$ cat src/rtl/reg_share_arbiter.sv
// Round-robin arbiter guarding one shared W-bit register.
// Each grant lasts one cycle; the granted requester's data is written if it still requests.
module reg_share_arbiter #(
  parameter int unsigned N = 4,
  parameter int unsigned W = 8,
  localparam int unsigned IW = $clog2(N)
) (
  input  logic           clk,
  input  logic           reset,
  input  logic [N-1:0]   req,
  input  logic [N*W-1:0] wdata,
  output logic [N-1:0]   grant,
  output logic [W-1:0]   q,
  output logic           q_valid,
  output logic [IW-1:0]  owner,
  output logic [7:0]     wr_count,
  output logic           busy
);

  typedef enum logic [0:0] {StIdle, StGrant} state_e;

  state_e          state_q, state_d;
  logic [N-1:0]    grant_q, grant_d;
  logic [IW-1:0]   winner_q, winner_d;
  logic [IW-1:0]   ptr_q, ptr_d;
  logic [W-1:0]    q_q, q_d;
  logic            valid_q, valid_d;
  logic [IW-1:0]   owner_q, owner_d;
  logic [7:0]      count_q, count_d;

  logic            found;
  logic [IW-1:0]   win;
  int unsigned     idx;
  logic            win_req;
  logic [W-1:0]    win_data;

  // Upward search from ptr with wrap; first requester found wins.
  always_comb begin
    found = 1'b0;
    win   = '0;
    idx   = 0;
    for (int unsigned k = 0; k < N; k++) begin
      idx = (32'(ptr_q) + k) % N;
      if (!found && req[idx[IW-1:0]]) begin
        found = 1'b1;
        win   = idx[IW-1:0];
      end
    end
  end

  // grant_q is one-hot in StGrant, so masking selects the winner's request and data.
  always_comb begin
    win_req  = |(req & grant_q);
    win_data = '0;
    for (int unsigned i = 0; i < N; i++) begin
      if (grant_q[i]) begin
        win_data = wdata[i*W +: W];
      end
    end
  end

  always_comb begin
    state_d  = state_q;
    grant_d  = '0;
    winner_d = winner_q;
    ptr_d    = ptr_q;
    q_d      = q_q;
    valid_d  = valid_q;
    owner_d  = owner_q;
    count_d  = count_q;
    unique case (state_q)
      StIdle: begin
        if (found) begin
          state_d  = StGrant;
          winner_d = win;
          grant_d  = {{(N-1){1'b0}}, 1'b1} << win;
        end
      end
      StGrant: begin
        state_d = StIdle;
        if (win_req) begin
          q_d     = win_data;
          owner_d = winner_q;
          valid_d = 1'b1;
          count_d = count_q + 8'd1;
          ptr_d   = (winner_q == IW'(N - 1)) ? '0 : winner_q + IW'(1);
        end
      end
      default: state_d = StIdle;
    endcase
  end

  always_ff @(posedge clk) begin
    if (reset) begin
      state_q  <= StIdle;
      grant_q  <= '0;
      winner_q <= '0;
      ptr_q    <= '0;
      q_q      <= '0;
      valid_q  <= 1'b0;
      owner_q  <= '0;
      count_q  <= '0;
    end else begin
      state_q  <= state_d;
      grant_q  <= grant_d;
      winner_q <= winner_d;
      ptr_q    <= ptr_d;
      q_q      <= q_d;
      valid_q  <= valid_d;
      owner_q  <= owner_d;
      count_q  <= count_d;
    end
  end

  assign grant    = grant_q;
  assign q        = q_q;
  assign q_valid  = valid_q;
  assign owner    = owner_q;
  assign wr_count = count_q;
  assign busy     = (state_q == StGrant);

endmodule

$ cat config.mk
export PLATFORM = sky130hd
export DESIGN_NAME = reg_share_arbiter
export DESIGN_NICKNAME = d
export VERILOG_FILES = /design/src/rtl/reg_share_arbiter.sv
export SDC_FILE = /design/constraint.sdc
export NUM_CORES = 1
export LEC_CHECK = 0
export BUFFER_PORTS_ARGS = -buffer_cell sky130_fd_sc_hd__buf_2
export CORE_UTILIZATION = 49
export CTS_BUF_LIST = sky130_fd_sc_hd__clkbuf_4 sky130_fd_sc_hd__clkbuf_8
export CTS_CLUSTER_DIAMETER = 50
export DETAILED_ROUTE_END_ITERATION = 12
export GPL_TIMING_DRIVEN = 0
export PLACE_DENSITY = 0.93
export SYNTH_ARGS = -nofsm -noshare
export SYNTH_HDL_FRONTEND = slang
export SYNTH_SLANG_ARGS = --single-unit
$ cat constraint.sdc
create_clock -name clk -period 1.6 [get_ports clk]
set_input_delay 0.16 -clock clk [delete_from_list [all_inputs] [get_ports clk]]
set_output_delay 0.16 -clock clk [all_outputs]
set_load 0.01 [all_outputs]
* Word-level counts from Yosys, hierarchy flattened
Cells that the tools add are included.
** Storage, ports and cells
- Memories :: 0
- Output and inout bits :: 24
- Bits in writable memories :: 0
- Word-level logic and storage cells :: 55
- Flip-flop bits (word level) :: 28
- ROM bits :: 0
- Latch bits :: 0
** Operators by class
- Multiplexer cells :: 23
- Equal/unequal tests :: 1
- $add $sub $neg :: 5
- Div/mod/pow operators :: 0
- Bitwise operators :: 3
- Shift operators :: 1
- Order comparisons :: 4
- Reduce and logical (&&, ||, !) cells :: 10
- Multiply operators :: 0
** Operator list (number)
- 8-bit 2-to-1 mux :: 4
- 2-bit by 3-bit less-than comparator with 1-bit output (second input constant) :: 4
- 2-bit 2-to-1 mux :: 5
- 1-bit 2-to-1 mux :: 9
- 8-bit by 1-bit adder with 8-bit output (second input constant) :: 1
- 1-bit binary-select mux with 2-bit select :: 4
- 2-bit by 1-bit adder with 2-bit output (second input constant) :: 2
- 2-bit adder (second input constant) :: 2
- 4-bit bitwise AND :: 1
- 2-bit AND reduction :: 2
- 4-bit OR reduction :: 1
- 1-bit by 2-bit left shift with 4-bit output (first input constant) :: 1
- 1-bit logical AND :: 3
- 1-bit logical NOT :: 3
- 3-bit OR reduction :: 1
- 2-bit == test (second input constant) :: 1
- 1-bit NOT :: 2
- 1-bit one-hot mux with 2 select lines :: 1

* Logic depth before layout (Yosys ltp)
Gate-level depths: netlist of the first run.
- Depth after elaboration :: 14
- Mapped depth :: 6
- Gate-level depth less buffers :: 5

* Worst setup path after synthesis of the first run
No wires, ideal clock.
- Path type :: flip-flop to flip-flop
- From :: register ptr_q[1]
- To :: register grant_q[2] (netlist: grant[2])
- Arrival time :: 1.305 ns
- Clock period less this slack :: 1.420 ns
- Setup time :: 0.115 ns
- Path buffers :: 0
- Setup slack :: 0.180 ns
- Stages on the path, launching flop included :: 5
- Cells stage by stage :: dfxtp_1 -> mux2i_1 -> nor2_1 -> or4_4 -> and3_1
** Between the ends
- Longest elaborated chain between the ends :: 14
** RTL lines
- start, declared :: line 25 : logic [IW-1:0] ptr_q, ptr_d;
- start signal, assigned :: line 107 : ptr_q <= ptr_d;
- branches (longest 14 deep; another with 2-bit by 1-bit adder with 2-bit output)
- end signal, assigned :: line 105 : grant_q <= grant_d;
- end, declared :: line 23 : logic [N-1:0] grant_q, grant_d;
Several ways; the timed one is not identified. The select of a mux whose other input is x is not followed.
A chain may end at the register's enable or synchronous reset.

* Final worst setup path of the first run
- From :: register grant_q[1] (netlist: grant[1])
- To :: register q_q[0] (netlist: q[0])
** Between the ends
- Longest elaborated chain between the ends :: 3
** RTL lines
- 4-bit bitwise AND / 8-bit 2-to-1 mux (equally long branches) :: line 53, 56
- 4-bit OR reduction / 8-bit 2-to-1 mux (equally long branches) :: line 53, 56
- 2-bit AND reduction (no source line) / 8-bit 2-to-1 mux (equally long branches)
- end signal, assigned :: line 108 : q_q <= q_d;
- end, declared :: line 26 : logic [W-1:0] q_q, q_d;
Several ways; a longest one is shown, not always the timed one.

==> results.ini, run 1 <==
[sta]
tns_ps = 0
skew_ps = 2.06
slew_violations = 0
tightest_slew_ps = 545
maxSlewHeadroom_pct = 63.7
rsz0062_at_grt = false
setup_violations = 0
period_minus_slack_ps = 1500
holdWs_ps = 74.1
finalHoldViolCount = 0
fmax_ghz = 0.665
finalCritPeriodShare_pct = 94.0

[power]
cellPowerDensity_nw_per_um2 = 701
p_leak_nw = 0.829
p_clk_share_pct = 22.3
peakVddDrop_v = 0.000657
power.share.combinational_pct = 20.0
seqPwrFrac_pct = 57.7
sw_frac_of_total_pct = 27.1
p_int_w = 0.000939
p_sw_w = 0.000349

[hold_path]
holdPathStages = 3
hold_path.class = primary input to flop

[global_routing]
grt_pass1_vias = 1290
grt_usage_pct = 21.9
grt_overflow = 0
grt_first_pass_wirelength_um = 5590
antenna_found_initial = 0
grt_max_degree = 15

[final_layout]
seqCellArea_sq_um = 562
syn_to_final_growth_pct = 25.9
mostFrequentLayoutCells = 62 x buf_2, 27 x dfxtp_1, 19 x nor2_1
nets = 269
drive_above_1_share_pct = 39.2
nFillCells = 248
multi_input_area_sq_um = 782
final_common_cell = buf_2
diodes = 0

[route]
vias_per_cell = 5.64
vias = 1454
antenna_left = 0
wirelength_um = 3530
dr.pass1.iters = 4
drc = 0
avgRoutedWirePerCell_um = 13.7
drtIter0Drc = 82

[clocking]
cts_htree_levels = 1
path_clk_slew_ps = 140
cts_buffers = 3
clock-sinks = 28
root_buffer = clkbuf_4
clk_latency_ps = 330
cts_tree = yes
clk_path_buf_depth = 2

[synthesis]
synthAdderAreaFrac_pct = 1.71
avgSynthCellArea_sq_um = 9.02
synth_xor_area_share_pct = 2.40
ys_seq_area_share_pct = 38.4
synthDistinctLibCells = 40
yosys_register_bits = 28
yosys-top-cells-area = dfxtp_1 38%, nor2_1 4.9%, a211o_1 4.8%, a221oi_1 4.8%, mux2i_1 3.4%
synth_compound_area_share_pct = 26.0
synth_top_family_by_area = compound AO/OA/AOI/OAI gates
synth_area_sq_um = 1460
synthCells = 162
syn_nets = 202
synth_top_area_share_pct = 38.4
yosys_warnings = 0
synth_mux_area_share_pct = 3.42
synth_simple_gate_area_share_pct = 19.9
post-synth-top-area-cell = dfxtp_1

[placement]
gp_congestion = 0.803
place_hpwl_um = 2620
portBuffers = 60

[worst_setup_path]
r2r_cells = 6
cp_data_arrival_time_ps = 1740
cpPeakStageDelay_ps = 340
required_ps = 1840
startpoint_type = flop
crit_slowest_cell = dfxtp_1
cp_cell_sequence = buf_6 -> nor2b_2 -> buf_4 -> a221oi_1 -> a211o_1 -> a311oi_1
crit_path_max_fanout = 10
endpoint_kind = flop
critPathKind = flop to flop

[die]
core_sq_um = 2780
start_util_pct = 52.5
die_area_sq_um = 3200
die_w_um = 56.6
boundaryPins = 62
die-height_um = 56.6
rows = 19

[outcome]
outcome = finished, final reports clean

[job]
maxCapViolations = 0

-- synthesized netlist by cell type --
library cell	n
buf_1	1
a31o_2	1
buf_2	2
a311oi_2	3
inv_1	13
o22ai_1	1
nor3b_2	1
nand4_1	2
o2bb2a_1	1
nor2_2	3
o31ai_1	1
xnor2_1	4
nor4_1	1
or3_2	1
a21oi_1	9
and4_1	2
o21ai_0	1
a311oi_1	5
a21boi_4	1
nor3_1	1
o21ba_2	1
or4_4	1
nand2_1	11
nor3b_1	2
nor2b_2	1
nor3_2	1
mux2i_1	5
dfxtp_1	28
nor2_1	19
clkbuf_1	3
and3_1	3
buf_4	3
nand2b_1	4
nand3_1	2
a22oi_2	2
ha_1	2
a21o_1	2
a211o_1	8
buf_6	2
a221oi_1	8
-- metrics by stage --
step | cell area [sq um] | util, % | instances | worst slack [ps] | power, W
finish | 1840 | 66.1 | 258 | 96.6 | 0.00129
global route | 1840 | 66.1 | 258 | 17.2 | 0.00134
CTS | 1820 | 65.5 | 256 | 47.8 | 0.00129
detailed placement | 1800 | 64.7 | 253 | 65.2 | 0.00101
global placement | 1800 | 64.7 | 253 | 85.6 | 0.00101
floorplan | 1460 | - | 162 | 180 | 0.000912
-- final timing paths --
kind	end	slack, ps	from
setup reg to reg	q[0]	100	grant[1]
hold / removal	q[6]	70	wdata[30]
setup / recovery	q[0]	100	grant[1]
hold reg to reg	q_valid	510	q_valid
-- layer usage --
metal  global-route usage, %  routed length [um]  vias up
met2                    38.2                1660       78
met5                       0                   0        -
met3                    2.53                 285        7
li1                        -                   -      718
met4                    9.76                  61        0
met1                    26.9                1520      651
-- registers in the layout (all words and copies together) (netlist names) --
name / flops
wr_count: 8
busy: 1
winner_q: 2
grant: 4
q_valid: 1
ptr_q: 2
q: 8
owner: 2
-- power by group through the flow --
stage / logic [W] / clock network [W] / registers (W)
2_1_floorplan: 0.000147 / 0 / 0.000765
3_3_place_gp: 0.000248 / 0 / 0.000758
3_5_place_dp: 0.000252 / 0 / 0.000759
4_1_cts: 0.000254 / 0.000295 / 0.000743
5_1_grt: 0.000283 / 0.000307 / 0.000747
6_report: 0.000258 / 0.000287 / 0.000744
-- kinds of logic after synthesis --
family          count (synthesis)
compound gates                 44
xor+xnor                        4
fa+ha+maj                       2
buf+inv                        24
flops                          28
mux                             5
simple gates                   55
-- final cells by class --
class | instances | share of cell area, %
multi-input combinational | 110 | 42.5
sequential | 28 | 30.5
timing repair buffer | 62 | 17.1
buffer | 11 | 3.81
inverter | 13 | 2.65
tap | 31 | 2.11
clock buffer | 3 | 1.22
-- worst max-delay path: cells and delay by family (launching register included) --
family	cells	cell delay, ps
AND/OR/NAND/NOR	1	100
AO/OA/AOI/OAI	3	680
flip-flops	1	340
buffers and inverters	2	300
-- repair_timing --
| action | CTS | global route |
|---|---|---|
| resized for setup | 0 | 1 |
| buffers inserted | 0 | 2 |
| hold buffers | 0 | 0 |
| setup endpoints to repair | 0 | 15 |
Note: power is estimated with default switching activity, not from simulation.
==> run 2: changes to the inputs <==
--- a/config.mk
+++ b/config.mk
@@ -6,12 +6,15 @@
 export NUM_CORES = 1
 export LEC_CHECK = 0
 export BUFFER_PORTS_ARGS = -buffer_cell sky130_fd_sc_hd__buf_2
-export CORE_UTILIZATION = 49
+export CELL_PAD_IN_SITES_DETAIL_PLACEMENT = 2
+export CELL_PAD_IN_SITES_GLOBAL_PLACEMENT = 2
+export CORE_UTILIZATION = 27
 export CTS_BUF_LIST = sky130_fd_sc_hd__clkbuf_4 sky130_fd_sc_hd__clkbuf_8
 export CTS_CLUSTER_DIAMETER = 50
 export DETAILED_ROUTE_END_ITERATION = 12
 export GPL_TIMING_DRIVEN = 0
-export PLACE_DENSITY = 0.93
+export PLACE_DENSITY = 0.91
+export SLEW_MARGIN = 20
 export SYNTH_ARGS = -nofsm -noshare
 export SYNTH_HDL_FRONTEND = slang
 export SYNTH_SLANG_ARGS = --single-unit
==> results.ini, run 2 (same netlist as run 1, synthesis figures left out) <==
[die]
die_w_um = 75.6  ; was 56.6 um
die-height_um = 75.6  ; was 56.6 um
die_area_sq_um = 5710  ; was 3200 sq um
rows = 26  ; was 19
boundaryPins = 62  ; unchanged
start_util_pct = 28.3  ; was 52.5%
core_sq_um = 5170  ; was 2780 sq um

[worst_setup_path]
startpoint_type = flop  ; unchanged
cpPeakStageDelay_ps = 560  ; was 340 ps
critPathTopFamily = simple AND/OR/NAND/NOR gates  ; was compound AO/OA/AOI/OAI gates
critPathBufInv = 0  ; was 2
regToRegSetupSlack_ps = 60  ; was 100 ps
cp_data_arrival_time_ps = 1740  ; about the same
cp_cell_sequence = mux2i_1 -> nor2_1 -> or4_4 -> o22ai_1  ; was buf_6 -> nor2b_2 -> buf_4 -> a221oi_1 -> a211o_1 -> a311oi_1
critPathKind = flop to flop  ; unchanged
required_ps = 1800  ; was 1840 ps
crit_path_max_fanout = 6  ; was 10
crit_slowest_cell = or4_4  ; was dfxtp_1
r2r-start = ptr_q[1]  ; was grant[1]
reg2reg_to = winner_q[0]  ; was q[0]
endpoint_kind = flop  ; unchanged
r2r_cells = 4  ; was 6

[sta]
skew_ps = 1.96  ; was 2.06 ps
finalCritPeriodShare_pct = 96.1  ; was 94.0%
period_minus_slack_ps = 1540  ; was 1500 ps
rsz0062_at_grt = false  ; unchanged
worst_slack_ps = 61.8  ; was 96.6 ps
fmax_ghz = 0.650  ; was 0.665 GHz
maxSlewHeadroom_pct = 60.7  ; was 63.7%
setup_violations = 0  ; unchanged
finalHoldViolCount = 0  ; unchanged
slew_violations = 0  ; unchanged
tightest_slew_ps = 584  ; was 545 ps

[hold_path]
hold_path.class = primary input to flop  ; unchanged
hold_path_end = q[2]  ; was q[6]
holdPathStages = 3  ; unchanged
hold_start = wdata[26]  ; was wdata[30]

[route]
antenna_left = 0  ; unchanged
wirelength_um = 5040  ; was 3530 um
dr.pass1.iters = 5  ; was 4
vias_per_cell = 5.01  ; was 5.64
drtIter0Drc = 28  ; was 82
avgRoutedWirePerCell_um = 16.7  ; was 13.7 um
drc = 0  ; unchanged
vias = 1512  ; was 1,454

[placement]
gp_congestion = 0.697  ; was 0.803
dp_cells = 292  ; was 253
portBuffers = 60  ; unchanged
place_ws_ps = -50.7  ; was 65.2 ps
dpl_cell_area_sq_um = 1850  ; was 1800 sq um
place_hpwl_um = 3740  ; was 2620 um

[outcome]
outcome = finished, final reports clean  ; unchanged

[clocking]
cts_buffers = 3  ; unchanged
path_clk_slew_ps = 100  ; was 140 ps
clk_path_buf_depth = 2  ; unchanged
clk_latency_ps = 280  ; was 330 ps
cts_hold_buffers = 0  ; unchanged
clock-sinks = 28  ; unchanged
cts_tree = yes  ; unchanged
root_buffer = clkbuf_8  ; was clkbuf_4
cts_htree_levels = 1  ; unchanged

[final_layout]
syn_to_final_growth_pct = 35.1  ; was 25.9%
diodes = 0  ; unchanged
drive_above_1_share_pct = 41.4  ; was 39.2%
design_area_sq_um = 1970  ; was 1840 sq um
final_common_cell = buf_2  ; unchanged
nets = 273  ; was 269
mostFrequentLayoutCells = 62 x buf_2, 26 x dfxtp_1, 19 x nor2_1  ; was 62 x buf_2, 27 x dfxtp_1, 19 x nor2_1
fin_util_pct = 38.2  ; was 66.1%
stdcell_count = 302  ; was 258

[global_routing]
antenna_found_initial = 0  ; unchanged
grt_pass1_vias = 1535  ; was 1,290
met3_usage_pct = 2.65  ; was 2.53%
grt_use_met1_pct = 19.3  ; was 26.9%
grt_max_degree = 17  ; was 15
grt_first_pass_wirelength_um = 7400  ; was 5590 um
grt_usage_pct = 17.3  ; was 21.9%
grt_overflow = 0  ; unchanged
grt_use_met2_pct = 34.2  ; was 38.2%
grt.busiest_layer = met2  ; unchanged

[job]
maxCapViolations = 0  ; unchanged

[power]
peakVddDrop_v = 0.000321  ; was 0.000657 V
cellPowerDensity_nw_per_um2 = 807  ; was 701 nW/um^2
p_leak_nw = 0.870  ; was 0.829 nW

[run 2: how the worst max path moves through the flow]
stage | start | cells past startpoint | to
6_report | ptr_q[1] | 4 | winner_q[0]
5_1_grt | grant[1] | 6 | wr_count[7]
4_1_cts | ptr_q[1] | 4 | winner_q[0]
3_5_place_dp | grant[2] | 6 | ptr_q[1]
3_3_place_gp | grant[2] | 6 | owner[0]
2_1_floorplan | ptr_q[1] | 4 | grant[2]
[run 2: power breakdown]
| group | switching, W | total, W | internal (W) |
|---|---|---|---|
| clock network | 0.000237 | 0.000573 | 0.000335 |
| registers | 0.0000229 | 0.000745 | 0.000722 |
| logic | 0.000143 | 0.000275 | 0.000133 |
| total | 0.000403 | 0.00159 | 0.00119 |
[run 2: area by class of cell]
cell class              instances  area [sq um]
multi-input cells             110           788
well taps                      70          87.6
flip-flops and latches         28           563
plain buffers                  11          70.1
clock buffers                   3          41.3
fillers                       601          3200
repair buffers                 66           345
clock inverters                 1          30.0
inverters                      13          48.8
[run 2: worst min-delay path, stage by stage]
cell and delay, ps:
buf_2 100, nand2_1 50, a311oi_1 70
[run 2: what timing repair did]
item / CTS / global route
endpoints found under the setup margin: 13 / 7
setup buffers: 3 / 3
pin swaps: 1 / 3
endpoints found under the hold margin: 0 / 0
gates resized for setup: 0 / 3
[run 2: per-stage QoR]
| step | setup TNS (ps) | hold WS [ps] | total power (W) |
|---|---|---|---|
| global placement | 0 | 426 | 0.00101 |
| floorplan | 0 | 319 | 0.000912 |
| global route | 0 | 146 | 0.00166 |
| finish | 0 | 141 | 0.00159 |
| detailed placement | -132 | 444 | 0.00103 |
| CTS | 0 | 145 | 0.00160 |
[run 2: metal layers]
metal | share of wire (%) | vias up
met5 | 0 | -
met4 | 0.38 | 0
met3 | 5.1 | 2
met2 | 51 | 47
met1 | 43 | 734
li1 | - | 729
==> run 3: changes to the inputs <==
--- a/config.mk
+++ b/config.mk
@@ -14,6 +14,7 @@
 export DETAILED_ROUTE_END_ITERATION = 12
 export GPL_TIMING_DRIVEN = 0
 export PLACE_DENSITY = 0.91
+export SETUP_SLACK_MARGIN = 0.2
 export SLEW_MARGIN = 20
 export SYNTH_ARGS = -nofsm -noshare
 export SYNTH_HDL_FRONTEND = slang
==> results.ini, run 3 (same netlist as run 1, synthesis figures left out) <==
[sta]
skew_ps = 4.61  ; was 1.96 ps
holdWs_ps = 155  ; was 141 ps
finalCritPeriodShare_pct = 92.1  ; was 96.1%
tightest_slew_ps = 655  ; was 584 ps
finalHoldViolCount = 0  ; unchanged
period_minus_slack_ps = 1470  ; was 1540 ps
slew_violations = 0  ; unchanged
fmax_ghz = 0.679  ; was 0.650 GHz
maxSlewHeadroom_pct = 56.4  ; was 60.7%
rsz0062_at_grt = true  ; was false
worst_slack_ps = 127  ; was 61.8 ps
setup_violations = 0  ; unchanged

[placement]
gp_congestion = 0.724  ; was 0.697
place_hpwl_um = 3800  ; was 3740 um
portBuffers = 60  ; unchanged
place_ws_ps = -15.0  ; was -50.7 ps

[final_layout]
diodes = 0  ; unchanged
mostFrequentLayoutCells = 60 x buf_2, 21 x dfxtp_1, 19 x nor2_1  ; was 62 x buf_2, 26 x dfxtp_1, 19 x nor2_1
final_common_cell = buf_2  ; unchanged
drive_above_1_share_pct = 51.9  ; was 41.4%
syn_to_final_growth_pct = 50.3  ; was 35.1%
nets = 282  ; was 273

[power]
cellPowerDensity_nw_per_um2 = 698  ; was 807 nW/um^2
p_leak_nw = 0.946  ; was 0.870 nW
peakVddDrop_v = 0.000284  ; was 0.000321 V

[worst_setup_path]
cp_data_arrival_time_ps = 1650  ; was 1740 ps
required_ps = 1780  ; was 1800 ps
critPathKind = flop to flop  ; unchanged
endpoint_kind = flop  ; unchanged
crit_path_max_fanout = 5  ; was 6
startpoint_type = flop  ; unchanged

[route]
antenna_left = 0  ; unchanged
vias = 1586  ; was 1,512
drc = 0  ; unchanged
drtIter0Drc = 41  ; was 28
vias_per_cell = 5.10  ; was 5.01
dr.pass1.iters = 4  ; was 5
wirelength_um = 5720  ; was 5040 um
avgRoutedWirePerCell_um = 18.4  ; was 16.7 um

[outcome]
outcome = finished, final reports clean  ; unchanged

[die]
core_sq_um = 5170  ; unchanged
rows = 26  ; unchanged
die_w_um = 75.6  ; unchanged
die-height_um = 75.6  ; unchanged
start_util_pct = 28.3  ; unchanged
boundaryPins = 62  ; unchanged
die_area_sq_um = 5710  ; unchanged

[global_routing]
grt_pass1_vias = 1618  ; was 1,535
grt_overflow = 0  ; unchanged
grt_first_pass_wirelength_um = 8050  ; was 7400 um
antenna_found_initial = 0  ; unchanged
grt_max_degree = 16  ; was 17
grt_usage_pct = 19.0  ; was 17.3%

[clocking]
cts_buffers = 3  ; unchanged
cts_hold_buffers = 0  ; unchanged
cts_tree = yes  ; unchanged
clock-sinks = 28  ; unchanged
clk_path_buf_depth = 2  ; unchanged
clk_latency_ps = 280  ; about the same
root_buffer = clkbuf_8  ; unchanged
cts_htree_levels = 1  ; unchanged
path_clk_slew_ps = 100  ; about the same

[job]
maxCapViolations = 0  ; unchanged

[hold_path]
hold_path.class = primary input to flop  ; unchanged

[run 3: repair_timing]
action                                  CTS  global route
pin swaps                                17            14
buffers inserted                          8             6
gates cloned                              0             1
endpoints found under the setup margin   24            26
resized for setup                        19            18
[run 3: layout make-up]
cell class                      count  area (sq um)
Timing Repair Buffer               75           458
Fill cell                         564          2980
Sequential cell                    28           572
Clock buffer                        4          55.1
Inverter                           13          48.8
Tap cell                           70          87.6
Buffer                             11          95.1
Multi-Input combinational cell    110           881
[run 3: power breakdown]
part	switching, W	internal (W)	total, W
combinational	0.000166	0.000160	0.000326
clock	0.000241	0.000221	0.000462
sequential	0.0000239	0.000722	0.000746
[run 3: through the flow]
stage | setup TNS [ps] | total power (W) | area [sq um] | instances | utilization, %
final | 0 | 0.00153 | 2200 | 311 | 42.5
after floorplan | 0 | 0.000912 | 1460 | 162 | -
after detailed placement | -17.0 | 0.00103 | 1850 | 292 | 35.8
after global routing | 0 | 0.00160 | 2200 | 311 | 42.5
after global placement | 0 | 0.00102 | 1850 | 292 | 35.8
after CTS | 0 | 0.00151 | 2050 | 304 | 39.6
[run 3: path summary, 6_finish.rpt]
kind,endpoint,startpoint,slack [ps],cells past startpoint
worst min register to register,q_valid,q_valid,490,2
worst max register to register,grant[0],ptr_q[1],130,4
worst max-delay path,grant[0],ptr_q[1],130,4
worst min-delay path,q[5],wdata[29],160,3
[run 3: critical path, stage by stage (launching register included)]
cell and delay (ps):
dfxtp_4 380, buf_6 120, and3_4 140, or4_4 550
nor3b_2 180
[run 3: routing by layer]
metal	wire, um	GRT usage (%)	up-vias	share of wire (%)
met3	274	3.84	6	4.8
met2	3000	35.4	51	52
met4	57	4.12	0	1.0
met1	2380	22.5	785	42
met5	0	0	-	0
li1	-	-	744	-
